**src/rtl/if_fetch_buf.sv**
```systemverilog
// if_fetch_buf -- instruction fetch stage with decoupled SRAM-like port.
//
// Keeps up to MAX_OUTSTANDING fetches in flight on the addr_ok/data_ok
// instruction port. It buffers returned words in an IBUF_DEPTH-entry FIFO
// that feeds ID. Redirects cancel in-flight fetches, and a misaligned fetch
// PC produces a single ADEF entry, after which fetch stops until the next
// redirect.
//
// Ports:
//   clk, resetn               clock, synchronous active-low reset
//   inst_sram_*               request/response instruction port
//   id_allowin                ID accepts the head entry this cycle
//   br_taken_id/_exe, ertn_flush, exec_flush (+ targets)   redirects
//   if_to_id_valid, if_inst, if_pc, if_exc_adef            buffer head to ID
module if_fetch_buf #(
    parameter logic [31:0] RESET_PC        = 32'h1c000000,
    parameter int          IBUF_DEPTH      = 4,
    parameter int          MAX_OUTSTANDING = 2
) (
    input  logic        clk,
    input  logic        resetn,
    output logic        inst_sram_req,
    output logic        inst_sram_wr,
    output logic [1:0]  inst_sram_size,
    output logic [31:0] inst_sram_addr,
    output logic [31:0] inst_sram_wdata,
    input  logic        inst_sram_addr_ok,
    input  logic        inst_sram_data_ok,
    input  logic [31:0] inst_sram_rdata,
    input  logic        id_allowin,
    input  logic        br_taken_id,
    input  logic [31:0] br_target_id,
    input  logic        br_taken_exe,
    input  logic [31:0] br_target_exe,
    input  logic        ertn_flush,
    input  logic [31:0] ertn_pc,
    input  logic        exec_flush,
    input  logic [31:0] exec_pc,
    output logic        if_to_id_valid,
    output logic [31:0] if_inst,
    output logic [31:0] if_pc,
    output logic        if_exc_adef
);
    localparam int CW  = $clog2(IBUF_DEPTH + 1);
    localparam int CW1 = CW + 1;
    localparam int AW  = (IBUF_DEPTH > 1) ? $clog2(IBUF_DEPTH) : 1;
    localparam int PW  = (MAX_OUTSTANDING > 1) ? $clog2(MAX_OUTSTANDING) : 1;

    typedef struct packed {
        logic [31:0] pc;
        logic [31:0] inst;
        logic        adef;
    } ibuf_entry_t;

    logic [31:0]   pc_req;
    logic [CW-1:0] outstanding, cancel_cnt, fifo_count;
    logic [31:0]   pc_fifo [MAX_OUTSTANDING];
    logic [PW-1:0] pcf_wr, pcf_rd;
    ibuf_entry_t   ibuf [IBUF_DEPTH];
    logic [AW-1:0] ib_wr, ib_rd;
    logic          adef_done, redir_v, req_hold, started;
    logic [31:0]   redir_pc;

    function automatic logic [PW-1:0] pcf_next(input logic [PW-1:0] p);
        if (p == PW'(MAX_OUTSTANDING - 1)) return '0;
        return p + PW'(1);
    endfunction

    // Redirect select: exception > ertn > EXE branch > ID branch.
    logic        redirect;
    logic [31:0] redir_tgt;
    always_comb begin
        redirect = exec_flush | ertn_flush | br_taken_exe | br_taken_id;
        if (exec_flush)        redir_tgt = exec_pc;
        else if (ertn_flush)   redir_tgt = ertn_pc;
        else if (br_taken_exe) redir_tgt = br_target_exe;
        else                   redir_tgt = br_target_id;
    end

    // live = in-flight fetches whose data will land in the buffer; buffer
    // entries plus live ones never exceed IBUF_DEPTH, so a beat always fits.
    logic [CW-1:0] live, outstanding_nxt;
    logic [CW:0]   credit;
    logic          issue_ok, accept, resp, resp_keep, adef_push, push, pop;
    ibuf_entry_t   push_entry;

    assign live     = outstanding - cancel_cnt;
    assign credit   = {1'b0, fifo_count} + {1'b0, live};
    assign issue_ok = started && (pc_req[1:0] == 2'b00) && !adef_done && !redir_v
                   && (outstanding < CW'(MAX_OUTSTANDING))
                   && (credit < CW1'(IBUF_DEPTH));

    // req_hold keeps an unaccepted request stable whatever else happens.
    assign inst_sram_req   = req_hold | issue_ok;
    assign inst_sram_addr  = pc_req;
    assign inst_sram_wr    = 1'b0;
    assign inst_sram_size  = 2'd2;
    assign inst_sram_wdata = 32'd0;

    assign accept          = inst_sram_req & inst_sram_addr_ok;
    assign resp            = inst_sram_data_ok && (outstanding != '0);
    assign resp_keep       = resp && (cancel_cnt == '0);
    assign outstanding_nxt = outstanding + CW'(accept) - CW'(resp);
    assign adef_push = started && (pc_req[1:0] != 2'b00) && !adef_done && !redir_v
                    && (live == '0) && (fifo_count < CW'(IBUF_DEPTH)) && !redirect;
    assign push      = (resp_keep & !redirect) | adef_push;
    assign pop       = (fifo_count != '0) && id_allowin;

    always_comb begin
        push_entry = '{pc: pc_req, inst: 32'd0, adef: 1'b1};
        if (resp_keep) push_entry = '{pc: pc_fifo[pcf_rd], inst: inst_sram_rdata, adef: 1'b0};
    end

    always_ff @(posedge clk) begin
        if (!resetn) begin
            pc_req      <= RESET_PC;
            outstanding <= '0;
            cancel_cnt  <= '0;
            fifo_count  <= '0;
            pcf_wr      <= '0;
            pcf_rd      <= '0;
            ib_wr       <= '0;
            ib_rd       <= '0;
            adef_done   <= 1'b0;
            redir_v     <= 1'b0;
            redir_pc    <= '0;
            req_hold    <= 1'b0;
            started     <= 1'b0;
        end else begin
            started     <= 1'b1;
            req_hold    <= inst_sram_req & ~inst_sram_addr_ok;
            outstanding <= outstanding_nxt;
            if (accept) pcf_wr <= pcf_next(pcf_wr);
            if (resp)   pcf_rd <= pcf_next(pcf_rd);

            if (redirect) begin
                // Everything still in flight after this edge is stale.
                cancel_cnt <= outstanding_nxt;
                adef_done  <= 1'b0;
                fifo_count <= '0;
                ib_wr      <= '0;
                ib_rd      <= '0;
                if (inst_sram_req && !inst_sram_addr_ok) begin
                    redir_v  <= 1'b1;
                    redir_pc <= redir_tgt;
                end else begin
                    redir_v <= 1'b0;
                    pc_req  <= redir_tgt;
                end
            end else begin
                // A held request accepted after a redirect is itself stale.
                cancel_cnt <= cancel_cnt - CW'(resp && (cancel_cnt != '0))
                                         + CW'(accept && redir_v);
                if (accept && redir_v) begin
                    pc_req  <= redir_pc;
                    redir_v <= 1'b0;
                end else if (accept) begin
                    pc_req <= pc_req + 32'd4;
                end
                if (adef_push) adef_done <= 1'b1;
                if (push) ib_wr <= ib_wr + AW'(1);
                if (pop)  ib_rd <= ib_rd + AW'(1);
                fifo_count <= fifo_count + CW'(push) - CW'(pop);
            end
        end
    end

    // Storage arrays need no reset; pointers and counts qualify them.
    always_ff @(posedge clk) begin
        if (accept) pc_fifo[pcf_wr] <= pc_req;
        if (push)   ibuf[ib_wr]     <= push_entry;
    end

    assign if_to_id_valid = (fifo_count != '0);
    assign if_inst        = if_to_id_valid ? ibuf[ib_rd].inst : 32'd0;
    assign if_pc          = if_to_id_valid ? ibuf[ib_rd].pc   : 32'd0;
    assign if_exc_adef    = if_to_id_valid & ibuf[ib_rd].adef;
endmodule

```
**config.mk**
```make
export PLATFORM = sky130hd
export DESIGN_NAME = if_fetch_buf
export DESIGN_NICKNAME = d
export VERILOG_FILES = /design/src/rtl/if_fetch_buf.sv
export SDC_FILE = /design/constraint.sdc
export NUM_CORES = 1
export LEC_CHECK = 0
export BUFFER_PORTS_ARGS = -buffer_cell sky130_fd_sc_hd__buf_4
export CORE_MARGIN = 2
export CORE_UTILIZATION = 59
export DETAILED_ROUTE_END_ITERATION = 6
export PLACE_DENSITY = 0.83
export RECOVER_POWER = 50
export SETUP_SLACK_MARGIN = 0.05
export SLEW_MARGIN = 40
export SYNTH_ARGS = -nofsm -noshare
export SYNTH_HDL_FRONTEND = slang
export SYNTH_SLANG_ARGS = --single-unit
```
**constraint.sdc**
```tcl
create_clock -name clk -period 7.1 [get_ports clk]
set_input_delay 0.71 -clock clk [delete_from_list [all_inputs] [get_ports clk]]
set_output_delay 0.71 -clock clk [all_outputs]
set_load 0.05 [all_outputs]
```
==> results.py, run 1 <==
metrics = {
    "worst_setup_path": {
        "path_class": "reg -> reg",
        "crit_arrival_ns": 4.99,
        "cp-start-kind": "flip-flop",
        "required_ns": 7.17,
        "cpLargestDelayFamily": "buffers and inverters",
        "slowest_delay_ns": 1.75,
        "endpoint_kind": "flip-flop",
        "slowest_stage": "clkbuf_1",
        "path_cells": "o31ai_1 -> and2b_1 -> inv_1 -> clkbuf_1 -> o21ai_0",
        "cp_num_buf_inv": 2,
        "path_max_fanout": 68,
    },
    "global_routing": {
        "grtUsageTotal": 0.260,
        "busiest_layer": "met2",
        "grt_util_met3": 0.0351,
        "grtUsageMet2": 0.459,
        "grt_start_max_net_pins": 69,
        "grt-ovfl-total": 0,
        "grt_pass1_vias": 11666,
        "grt_pass1_wl_um": 66100,
        "grt_antenna_before_repair": 0,
        "gr-usage-met1": 0.337,
    },
    "pwr": {
        "p_sw_mw": 1.84,
        "power_frac_comb": 0.183,
        "clkPwrFrac": 0.330,
        "intPower_mw": 4.50,
        "ir_drop_uv": 156,
        "pwr-share-seq": 0.486,
        "leakage_nw": 7.80,
        "total_power_mw": 6.34,
        "pwr_density_cell_nw_per_um2": 291,
        "switching_share": 0.290,
    },
    "logic_synthesis": {
        "seq_area_frac_synth": 0.616,
        "synth_flop_cell": "edfxtp_1",
        "synthAdderAreaFrac": 0.0131,
        "synth_top_family_by_area": "multiplexers",
        "yosys.area_share.simple": 0.107,
        "synth_compound_area_frac": 0.0781,
        "ys_warn_count": 0,
        "synth_edf_count": 324,
        "ys_async_sr_fraction": 0,
        "synth-xor-area-share": 0.0104,
        "syn_area_um2": 18600,
        "ys_seq_elements": 410,
        "synth.avg_cell_area_um2": 13.7,
        "synth_cells": 1357,
        "synthMuxAreaShare": 0.132,
        "synth_cell_types": 74,
    },
    "clock_tree": {
        "clock-root-buffer": "clkbuf_16",
        "clock-sinks": 410,
        "cts_tree": "yes",
        "clk_pin_slew_ns": 0.06,
        "cts-resized-gates": 0,
        "clk_path_buf_depth": 3,
        "cts_made_buffers": 41,
        "postCtsHoldBufs": 0,
        "insertion_delay_ns": 0.53,
        "postCtsSetupBuffers": 0,
        "htreeDepth": 2,
    },
    "timing": {
        "worstMarginPinSlew_ns": 2.44,
        "hold_violations": 0,
        "skew_ns": 0.0181,
        "setup_slack_ns": 2.17,
        "drv_slew": 249,
        "rsz0062_at_grt": "no",
        "period_share": 0.694,
        "fmax_mhz": 203,
        "setup_viol": 0,
        "fin_crit_ns": 4.93,
        "slew_headroom": -0.625,
        "fin_tns_setup_ns": 0,
    },
    "route": {
        "first_pass_iters": 5,
        "drt-total-wl_um": 43100,
        "avgViaCountPerCell": 5.91,
        "initialDrtViolationCount": 1135,
        "vias": 11883,
        "drc": 0,
        "post_drt_wl_per_cell_um": 21.4,
        "ant_nets": 0,
    },
    "finish": {
        "diodes": 0,
        "fillers": 2083,
        "syn_to_final_growth_pct": 17.4,
        "drive_above_1_share": 0.256,
        "layout_common_cells": "edfxtp_1 (324), buf_4 (235), o21ai_0 (99)",
        "layout_commonest_cell": "edfxtp_1",
        "seq_area_um2": 11500,
        "final_cell_count_no_fill": 2011,
        "fin_area_um2": 21800,
        "multi_input_area_um2": 6480,
        "nets": 1769,
    },
    "job": {
        "drv_cap": 5,
    },
    "run_status": {
        "status": "complete, but fails checks",
        "failed_checks": "capacitance limit, slew limit",
    },
    "die": {
        "dieArea_um2": 32900,
        "rows": 64,
        "start_util": 0.603,
        "ios": 303,
        "die_y_um": 181,
        "core_um2": 30800,
        "fp.dieW_um": 181,
    },
    "place": {
        "dp_hpwl_um": 28000,
        "routabilityCongestion": 0.875,
        "post-place-cells": 1935,
        "dp_slack_ns": 3.14,
        "io_buffers": 267,
        "dpl_cell_area_um2": 20700,
    },
    "worst_hold_path": {
        "hold_class": "in -> reg",
    },
}
==> cell families (layout without fill, tap and decap cells) <==
group / count (synthesis) / in the layout
buffers and inverters: 152 / 377
XOR/XNOR: 22 / 22
flip-flops: 410 / 410
adder cells (fa/ha/maj): 17 / 17
AND/OR/NAND/NOR: 372 / 372
multiplexers: 161 / 161
other: 2 / 35
AO/OA/AOI/OAI: 221 / 221
==> metrics by stage <==
step / util / hold slack, ns
after CTS: 0.713 / 0.450
after global placement: 0.668 / 0.479
after global routing: 0.707 / 0.457
after detailed placement: 0.671 / 0.481
final: 0.707 / 0.461
after floorplan: - / 0.461
==> path summary, 6_finish.rpt <==
check                         start     endpoint  slack, ns  depth (start not counted)
hold reg to reg           adef_done    adef_done       0.49                          2
setup / recovery     outstanding[2]  ibuf[2][62]       2.17                          5
hold / removal    inst_sram_addr_ok     req_hold       0.46                          2
setup reg to reg     outstanding[2]  ibuf[2][62]       2.17                          5
==> final cells by class <==
type | count | area share
Clock buffer | 54 | 0.0512
Inverter | 21 | 0.00361
Multi-Input combinational cell | 828 | 0.297
Clock inverter | 21 | 0.00797
Timing Repair Buffer | 281 | 0.0921
Tap cell | 396 | 0.0227
Sequential cell | 410 | 0.525
==> per-layer routing <==
metal | up-vias | routed length, um
li1 | 5486 | -
met1 | 5780 | 17000
met2 | 549 | 22300
met3 | 68 | 2720
met4 | 0 | 1010
met5 | - | 0
==> state kept, by name (all words and copies together) (netlist names), named ones only <==
name and cells:
ibuf 260, pc_fifo 64, inst_sram_addr 32, redir_pc 32, cancel_cnt 3, fifo_count 3, outstanding 3, ib_rd 2
ib_wr 2, adef_done 1, pcf_rd 1, pcf_wr 1, redir_v 1, req_hold 1, started 1
==> synthesized netlist by cell type (5+ instances only) <==
cell type    n  area share
edfxtp_1   324        0.52
and2_1     108       0.036
o21ai_0     99       0.027
nand2_1     87       0.018
dfxtp_1     86       0.093
nor2_1      83       0.017
mux2i_1     79       0.043
mux4_2      65       0.079
clkbuf_1    49      0.0099
buf_4       36       0.015
buf_2       35      0.0094
a21oi_1     33      0.0089
a211oi_1    25       0.010
nor3_1      24      0.0065
inv_1       19      0.0038
xnor2_1     16      0.0075
mux2_2      15      0.0091
ha_1        13      0.0088
nand3_1     13      0.0035
nand4_1     12      0.0040
and4_1       8      0.0038
o211ai_1     7      0.0028
o221a_1      6      0.0036
xor2_1       6      0.0028
a31oi_1      5      0.0017
and3_1       5      0.0017
o21ai_2      5      0.0024
==> worst reg2reg max path: stages (launching register included) <==
cell,delay [ns]
dfxtp_1,0.33
o31ai_1,0.66
and2b_1,0.64
inv_1,0.21
clkbuf_1,1.75
o21ai_0,0.88
==> power groups by stage <==
stage | sequential (mW) | clock [mW] | combinational (mW)
3_3_place_gp | 3.12 | 0 | 1.14
4_1_cts | 3.08 | 2.12 | 1.20
6_report | 3.08 | 2.10 | 1.16
5_1_grt | 3.11 | 2.21 | 1.26
2_1_floorplan | 3.15 | 0 | 0.786
3_5_place_dp | 3.13 | 0 | 1.19
Note: power is estimated with default switching activity, not from simulation.
==> run 2: changes to the inputs <==
ABC_AREA = 1   (was default)
CORE_UTILIZATION = 52   (was 59)
PLACE_DENSITY = 0.77   (was 0.83)
clock period = 4.4 ns   (was 7.1 ns; I/O delays follow)
==> run 2 against run 1 <==
  * The run still ends with capacitance limit, slew limit left
  * Routed wire length up 14%
  * First-iteration DRC count down 5.9%
  * Critical path depth up 5
  * Global-route usage down 0.69 points
  * Clock-buffer cell count up 2
  * Via count up 28%
  * Worst setup slack worse by 1.6 ns
  * Fmax up 29%
  * Cell count up 40%
  * Critical endpoint is now ibuf[2][40]
  * Highest routed layer unchanged
==> results.py, run 2 <==
metrics = {
    "clock_tree": {
        "clock-sinks": 410,
        "cts-resized-gates": 0,
        "clk_path_buf_depth": 3,
        "postCtsHoldBufs": 0,
        "insertion_delay_ns": 0.56,
        "cts_made_buffers": 41,
        "cts_tree": "yes",
        "htreeDepth": 2,
        "clock-root-buffer": "clkbuf_16",
        "clk_pin_slew_ns": 0.06,
        "postCtsSetupBuffers": 0,
    },
    "logic_synthesis": {
        "yosysTopAreaCell": "edfxtp_1",
        "synth_cells": 2104,
        "syn_area_um2": 19200,
        "ys_top_cells_by_count": "nor2_1 (430), edfxtp_1 (324), nand2_1 (303)",
        "ys_async_sr_fraction": 0,
        "ys_seq_elements": 410,
        "synth.most_common_cell": "nor2_1",
        "synth.avg_cell_area_um2": 9.11,
        "synth_flop_cell": "edfxtp_1",
        "ys_warn_count": 0,
        "synth_cell_types": 37,
        "synth_edf_count": 324,
        "yosysTopAreaCellShare": 0.507,
        "synth_area_leaders": "edfxtp_1 (51%), dfxtp_1 (9.0%), nor2_1 (8.4%), o21ai_0 (6.6%), nand2_1 (5.9%)",
        "seq_area_frac_synth": 0.597,
    },
    "route": {
        "drc": 0,
        "first_pass_iters": 5,
        "initialDrtViolationCount": 1068,
        "vias": 15174,
        "drt-total-wl_um": 49300,
        "post_drt_wl_per_cell_um": 17.5,
        "avgViaCountPerCell": 5.40,
        "ant_nets": 0,
    },
    "global_routing": {
        "grt_antenna_before_repair": 0,
        "grt_pass1_wl_um": 76300,
        "grt-ovfl-total": 0,
        "grtUsageTotal": 0.253,
        "grt_start_max_net_pins": 81,
        "grt_pass1_vias": 14443,
    },
    "timing": {
        "period_share": 0.868,
        "fin_tns_setup_ns": 0,
        "drv_slew": 149,
        "worstMarginPinSlew_ns": 1.95,
        "slew_headroom": -0.299,
        "fin_crit_ns": 3.82,
        "setup_viol": 0,
        "skew_ns": 0.0246,
        "hold_violations": 0,
        "rsz0062_at_grt": "no",
        "hold_ws_ns": 0.246,
        "fmax_mhz": 262,
    },
    "finish": {
        "drive_above_1_share": 0.141,
        "regMostFlops": "ibuf",
        "largest_reg_flops": 260,
        "syn_to_final_growth_pct": 17.5,
        "layout_common_cells": "nor2_1 (426), edfxtp_1 (324), nand2_1 (303)",
        "diodes": 0,
        "final_core_util": 0.618,
        "nets": 2499,
        "layout_commonest_cell": "nor2_1",
        "reg_top3": "ibuf (260), pc_fifo (64)",
        "fillers": 2980,
        "final_cell_count_no_fill": 2811,
    },
    "die": {
        "dieArea_um2": 38400,
        "fp.dieW_um": 196,
        "start_util": 0.526,
        "core_um2": 36400,
        "rows": 70,
        "ios": 303,
        "die_y_um": 196,
    },
    "worst_setup_path": {
        "path_class": "reg -> reg",
        "worstReg2RegStart": "outstanding[0]",
        "slowest_delay_ns": 1.42,
        "reg2regPathDepth": 10,
        "required_ns": 4.53,
        "slowest_stage": "clkbuf_2",
        "rr_endpoint": "ibuf[2][40]",
        "path_cells": "inv_1 -> ha_1 -> inv_1 -> fa_1 -> nor4_1 -> nand3b_1 -> nand2_1 -> inv_2 -> nor2_1 -> clkbuf_2",
        "cp-start-kind": "flip-flop",
        "crit_arrival_ns": 3.95,
        "critical_path.most_common_cell": "inv_1",
        "cp-startpoint": "outstanding[0]",
        "endpoint_kind": "flip-flop",
        "path_max_fanout": 65,
        "reg2reg_slack_ns": 0.58,
        "crit_end": "ibuf[2][40]",
    },
    "pwr": {
        "pwr_density_cell_nw_per_um2": 465,
        "ir_drop_uv": 265,
        "leakage_nw": 8.90,
        "total_power_mw": 10.5,
    },
    "place": {
        "io_buffers": 267,
        "dp_hpwl_um": 32400,
        "routabilityCongestion": 0.976,
        "post-place-cells": 2737,
    },
    "job": {
        "drv_cap": 3,
    },
    "run_status": {
        "status": "complete, but fails checks",
        "failed_checks": "capacitance limit, slew limit",
    },
    "worst_hold_path": {
        "hold_class": "in -> reg",
    },
}
==> run 2: cell types whose count changed in the layout (fill, tap and decap cells not counted), moves of 65 or more <==
cell and delta:
o21ai_0 +154, mux4_2 -65, nor2_1 +345, a21oi_1 +131
nand2_1 +216, inv_1 +165, mux2i_1 -79
==> run 2: kinds of logic after synthesis <==
| family | synth area share |
|---|---|
| AO/OA/AOI/OAI | 0.134 |
| XOR/XNOR | 0.00548 |
| adder cells (fa/ha/maj) | 0.0127 |
| buffers and inverters | 0.0799 |
| flip-flops | 0.597 |
| other | 0.000392 |
| AND/OR/NAND/NOR | 0.171 |
==> run 2: layer usage <==
metal / vias to the layer above / track usage / wire (um)
met5: - / 0 / 0
met4: 0 / 0.0786 / 1250
met3: 88 / 0.0413 / 4050
met2: 659 / 0.438 / 24200
met1: 7048 / 0.327 / 19800
li1: 7379 / - / -
==> run 2: cell type report <==
cell class / count / area (um2) / area share
flip-flops and latches: 410 / 11500 / 0.508
multi-input cells: 1378 / 6330 / 0.281
repair buffers: 288 / 2050 / 0.0908
clock buffers: 56 / 1140 / 0.0505
inverters: 194 / 736 / 0.0327
well taps: 468 / 586 / 0.0260
clock inverters: 17 / 235 / 0.0104
==> run 2: stage by stage <==
stage                     worst slack [ns]  area, um2
after floorplan                     -0.428      19300
after global placement               0.901      21300
after detailed placement             0.807      21300
after CTS                            0.807      22700
after global routing                 0.316      22500
final                                0.580      22500
==> run 2: worst max-delay path, delay by kind of cell (launching register included) <==
family | cells | cell delay (ns)
and+or+nand+nor | 4 | 0.73
DFF | 1 | 0.36
buffers and inverters | 4 | 1.63
adders and majority gates | 2 | 0.62
==> run 2: worst min-delay path by stage <==
| stage | cells after the start | to | startpoint | slack, ns |
|---|---|---|---|---|
| after floorplan | 1 | flip-flop | pcf_rd | 0.43 |
| after global placement | 1 | flip-flop | pcf_rd | 0.43 |
| after detailed placement | 1 | flip-flop | pcf_rd | 0.43 |
| after CTS | 1 | started | resetn | 0.16 |
| after global routing | 3 | ibuf[0][9] | inst_sram_rdata[8] | 0.25 |
| final | 3 | redir_pc[5] | exec_pc[5] | 0.25 |
==> run 2: power by group <==
group          switching (mW)  total, mW  internal, mW
logic                    1.43       1.97         0.534
clock network            1.44       3.55          2.12
registers               0.282       4.95          4.67
total                    3.15       10.5          7.32
